$ cat config.mk
export PLATFORM = sky130hd
export DESIGN_NAME = elevator_ctrl
export DESIGN_NICKNAME = d
export VERILOG_FILES = /design/src/rtl/elevator_ctrl.sv
export SDC_FILE = /design/constraint.sdc
export NUM_CORES = 1
export LEC_CHECK = 0
export ABC_CLOCK_PERIOD_IN_PS = 2800
export BUFFER_PORTS_ARGS = -buffer_cell sky130_fd_sc_hd__buf_2
export CELL_PAD_IN_SITES_DETAIL_PLACEMENT = 1
export CELL_PAD_IN_SITES_GLOBAL_PLACEMENT = 1
export CORE_MARGIN = 3
export CORE_UTILIZATION = 42
export CTS_BUF_LIST = sky130_fd_sc_hd__clkbuf_16
export DETAILED_ROUTE_END_ITERATION = 10
export PLACE_DENSITY = 0.81
export SYNTH_ARGS = -nofsm -noshare
export SYNTH_HDL_FRONTEND = slang
export SYNTH_SLANG_ARGS = --single-unit
$ cat constraint.sdc
create_clock -name clk -period 2.8 [get_ports clk]
set_input_delay 0.28 -clock clk [delete_from_list [all_inputs] [get_ports clk]]
set_output_delay 0.28 -clock clk [all_outputs]
set_load 0.02 [all_outputs]
$ cat src/rtl/elevator_ctrl.sv
// elevator_ctrl: Moore controller for a single car serving floors 0-3.
// The state register and the 8-bit door counter clear asynchronously on
// reset=0. Outputs decode the state register only.
// Optional build macro ELEV_SAME_FLOOR_DOOR_EN: when defined, an IDLE request
// whose target equals the current floor opens the door; when undefined, that
// request is ignored.
module elevator_ctrl #(
   parameter int unsigned DOOR_OPEN_CYCLES = 3
) (
   input  logic       clk,
   input  logic       reset,
   input  logic       up_request,
   input  logic       down_request,
   input  logic [1:0] current_floor,
   input  logic [1:0] target_floor,
   input  logic       emergency_stop,
   output logic       move_up,
   output logic       move_down,
   output logic       door_open,
   output logic       stopped,
   output logic [2:0] state
);

   typedef enum logic [2:0] {
      S_IDLE        = 3'b000,
      S_MOVING_UP   = 3'b001,
      S_MOVING_DOWN = 3'b010,
      S_DOOR_OPEN   = 3'b011,
      S_EMERGENCY   = 3'b100
   } state_t;

   localparam logic [7:0] DOOR_LAST = 8'(DOOR_OPEN_CYCLES - 1);

   state_t     r_state;
   logic [7:0] r_door_cnt;
   state_t     w_next_state;
   logic [7:0] w_next_cnt;
   logic       w_same_floor_req;

`ifdef ELEV_SAME_FLOOR_DOOR_EN
   assign w_same_floor_req = (up_request || down_request) && (target_floor == current_floor);
`else
   assign w_same_floor_req = 1'b0;
`endif

   // State register and door counter
   always_ff @(posedge clk or negedge reset) begin
      if (!reset) begin
         r_state    <= S_IDLE;
         r_door_cnt <= '0;
      end else begin
         r_state    <= w_next_state;
         r_door_cnt <= w_next_cnt;
      end
   end

   // Next-state and counter logic; counter stays zero outside DOOR_OPEN so entry loads 0
   always_comb begin
      w_next_state = r_state;
      w_next_cnt   = '0;
      if (emergency_stop) begin
         w_next_state = S_EMERGENCY;
      end else begin
         case (r_state)
            S_IDLE: begin
               if (up_request && (target_floor > current_floor))
                  w_next_state = S_MOVING_UP;
               else if (down_request && (target_floor < current_floor))
                  w_next_state = S_MOVING_DOWN;
               else if (w_same_floor_req)
                  w_next_state = S_DOOR_OPEN;
            end
            S_MOVING_UP: begin
               if (current_floor >= target_floor)
                  w_next_state = S_DOOR_OPEN;
            end
            S_MOVING_DOWN: begin
               if (current_floor <= target_floor)
                  w_next_state = S_DOOR_OPEN;
            end
            S_DOOR_OPEN: begin
               if (r_door_cnt == DOOR_LAST)
                  w_next_state = S_IDLE;
               else
                  w_next_cnt = r_door_cnt + 8'd1;
            end
            S_EMERGENCY: w_next_state = S_IDLE;
            default:     w_next_state = S_IDLE;
         endcase
      end
   end

   // Output decode from the registered state
   always_comb begin
      move_up   = 1'b0;
      move_down = 1'b0;
      door_open = 1'b0;
      stopped   = 1'b0;
      case (r_state)
         S_IDLE:        stopped   = 1'b1;
         S_MOVING_UP:   move_up   = 1'b1;
         S_MOVING_DOWN: move_down = 1'b1;
         S_DOOR_OPEN: begin
            door_open = 1'b1;
            stopped   = 1'b1;
         end
         S_EMERGENCY:   stopped   = 1'b1;
         default:       stopped   = 1'b1;
      endcase
   end

   assign state = r_state;

endmodule

==> results.json <==
{
  "initial_utilization_pct": 45.1,
  "drv_cap": 0,
  "min_period_ns": 1.59,
  "crit_chain": "inv_1 > nor3_2 > nor2_1 > buf_2",
  "ys_seq_elements": 11,
  "regToRegSetupSlack_ns": 1.38,
  "setup_viol": 0,
  "grt_pass1_vias": 569,
  "finalCritPeriodShare_pct": 56.7,
  "rsz0062_at_grt": "false",
  "skew_ns": 0.00586,
  "final-hold-violation-count": 0,
  "final_cell_area_um2": 876,
  "peakVddDrop_mv": 0.430,
  "die_area_mm2": 0.00218,
  "syn-mean-instance-area_um2": 10.1,
  "yosysSeqAreaShare_pct": 39.6,
  "cts-buffers-inserted": 3,
  "drv_slew": 0,
  "clockRootBuffer": "clkbuf_16",
  "die_h_um": 46.7,
  "port_buffers": 15,
  "cts_tree": "built",
  "cp_num_buf_inv": 2,
  "drt_iter0_drc": 4,
  "drc": 0,
  "synth-main-ff-cell": "dfrtp_1",
  "track_usage_pct": 16.7,
  "clock_latency_ns": 0.24,
  "worstSetupStartpointType": "flop",
  "path_depth": 4,
  "worstSetupEndpoint": "stopped",
  "grt_antenna_before_repair": 0,
  "grt_max_degree": 12,
  "rows": 14,
  "synth_edf_count": 0,
  "syn-cell-area_um2": 696,
  "fin_cells": 104,
  "worstPathRequired_ns": 2.52,
  "h-tree-depth": 1,
  "yosysWarnings": 0,
  "async_flop_share_pct": 100,
  "grt_pass1_wl_um": 2500,
  "drive_gt1_share_pct": 29.5,
  "place_inst": 99,
  "syn_inst": 69,
  "gp_congestion": 0.663,
  "final_antenna_net_count": 0,
  "worst_pin_slew_ns": 0.291,
  "whs_ns": 0.227,
  "clkTransAtPathRegs_ns": 0.04,
  "overflow": 0,
  "path_delay_family": "flip-flops",
  "clk_path_buf_depth": 2,
  "relSlewSlack_pct": 80.6,
  "drt_pass1_iterations": 2,
  "crit_type": "flop to output port",
  "layout.nets": 102,
  "syn2layout_area_growth_pct": 25.9,
  "status": "completed",
  "rr_worst_depth": 6,
  "rr_endpoint": "state[0]$_DFFE_PN0P_",
  "dpl_cell_area_um2": 787,
  "reg2reg_from": "r_door_cnt[0]$_DFF_PN0_",
  "cts.sinks": 11,
  "ios": 16,
  "slowest_delay_ns": 0.46,
  "ys_types": 30,
  "core_area_mm2": 0.00154,
  "crit_start": "state[0]$_DFFE_PN0P_",
  "yosys.area.top_type": "dfrtp_1",
  "fmax_mhz": 630,
  "synth_top_area_share_pct": 39.6,
  "syn_nets": 82,
  "power.density_mw_per_mm2": 558,
  "cellLeakagePower_nw": 0.415,
  "die_w_um": 46.7,
  "routed_wl_um": 1540,
  "via_count": 572,
  "tns_ns": 0,
  "postCtsSetupBuffers": 0,
  "synthTopCellsByArea": "dfrtp_1 40%, ha_1 7.2%, nor2_1 5.9%, xor2_1 5.0%, inv_1 4.3%",
  "vias_per_cell": 5.50,
  "worstPathMaxFanout": 7,
  "arrival_ns": 1.31,
  "diodes": 0,
  "yosys-top-cells-count": "11 x dfrtp_1, 11 x nor2_1, 8 x inv_1, 4 x ha_1, 4 x xor2_1",
  "endpoint_kind": "output port",
  "slowest_stage": "dfrtp_1",
  "wire_per_inst_um": 14.8,
  "dp.final_hpwl_um": 1200,
  "hp-class": "primary input to flop"
}
-- cell type report --
| cell class | count | area [um^2] |
|---|---|---|
| Clock buffer | 3 | 75.1 |
| Clock inverter | 1 | 3.75 |
| Fill cell | 169 | 666 |
| Inverter | 8 | 30.0 |
| Multi-Input combinational cell | 49 | 387 |
| Sequential cell | 11 | 275 |
| Tap cell | 16 | 20.0 |
| Timing Repair Buffer | 16 | 85.1 |
-- what timing repair did --
action | 4_1_cts | 5_1_grt
hold endpoints to repair | 11 | 0
resized for setup | 0 | 0
hold buffers | 1 | 0
-- kinds of logic after synthesis --
group                      share of synthesized area, %
adders and majority gates                          7.19
DFF                                                39.6
buffers and inverters                              4.86
xor gates and xnor gates                           7.55
and+or+nand+nor                                    26.4
AOI/OAI and AO/OA                                  14.4
-- per-layer routing --
layer / up-vias / part of all wire, % / track usage, %
li1: 278 / - / -
met1: 281 / 43 / 19.4
met2: 11 / 50 / 28.0
met3: 2 / 6.0 / 7.03
met4: 0 / 1.0 / 4.97
met5: - / 0 / 0
-- worst reg2reg max path, delay by kind of cell, from the launching register on --
family / cells / cell delay [ns]
AND/OR/NAND/NOR: 3 / 0.55
flip-flops: 1 / 0.42
adder cells (fa/ha/maj): 1 / 0.14
AO/OA/AOI/OAI: 1 / 0.11
buffers and inverters: 1 / 0.08
-- power by group --
part | total [mW] | internal, mW | switching [mW]
Combinational | 0.0634 | 0.0283 | 0.0351
Clock | 0.257 | 0.187 | 0.0699
Sequential | 0.168 | 0.162 | 0.00557
-- how the worst min path moves through the flow --
stage,startpoint,to,slack (ns),cells after the start
after global routing,emergency_stop,state[2]$_DFFE_PN0P_,0.22,1
final,emergency_stop,state[2]$_DFFE_PN0P_,0.23,1
after detailed placement,reset,r_door_cnt[5]$_DFF_PN0_,0.16,1
after floorplan,reset,r_door_cnt[0]$_DFF_PN0_,-0.02,0
after CTS,emergency_stop,state[2]$_DFFE_PN0P_,0.22,1
after global placement,reset,r_door_cnt[5]$_DFF_PN0_,0.16,1
-- sequential cells by signal, summed over array words and instances (netlist names) --
signal,flops
r_door_cnt,8
state,3
-- layout by cell type (no fill, tap or decap), drive strengths merged --
master,n
nand2,2
clkbuf,3
o21ai,1
xnor2,2
a21oi,2
a211oi,2
and2,2
nand3,2
nor2b,1
xor2,4
nor4b,1
a21o,1
and3,2
o32ai,1
nor3,2
buf,15
dlygate4sd3,1
a311o,1
dfrtp,11
nand4,1
nor2,12
inv,9
nand2b,2
ha,4
a2111oi,1
and4b,1
o221ai,1
nand3b,1
-- metrics by stage --
step | util (%) | worst slack [ns] | power [mW]
final | 56.8 | 1.21 | 0.489
after global routing | 56.8 | 1.13 | 0.516
after CTS | 56.8 | 1.21 | 0.497
after detailed placement | 51.1 | 1.20 | 0.233
after global placement | 51.1 | 1.26 | 0.231
after floorplan | - | 1.25 | 0.212
(Power assumes the default switching activity.)
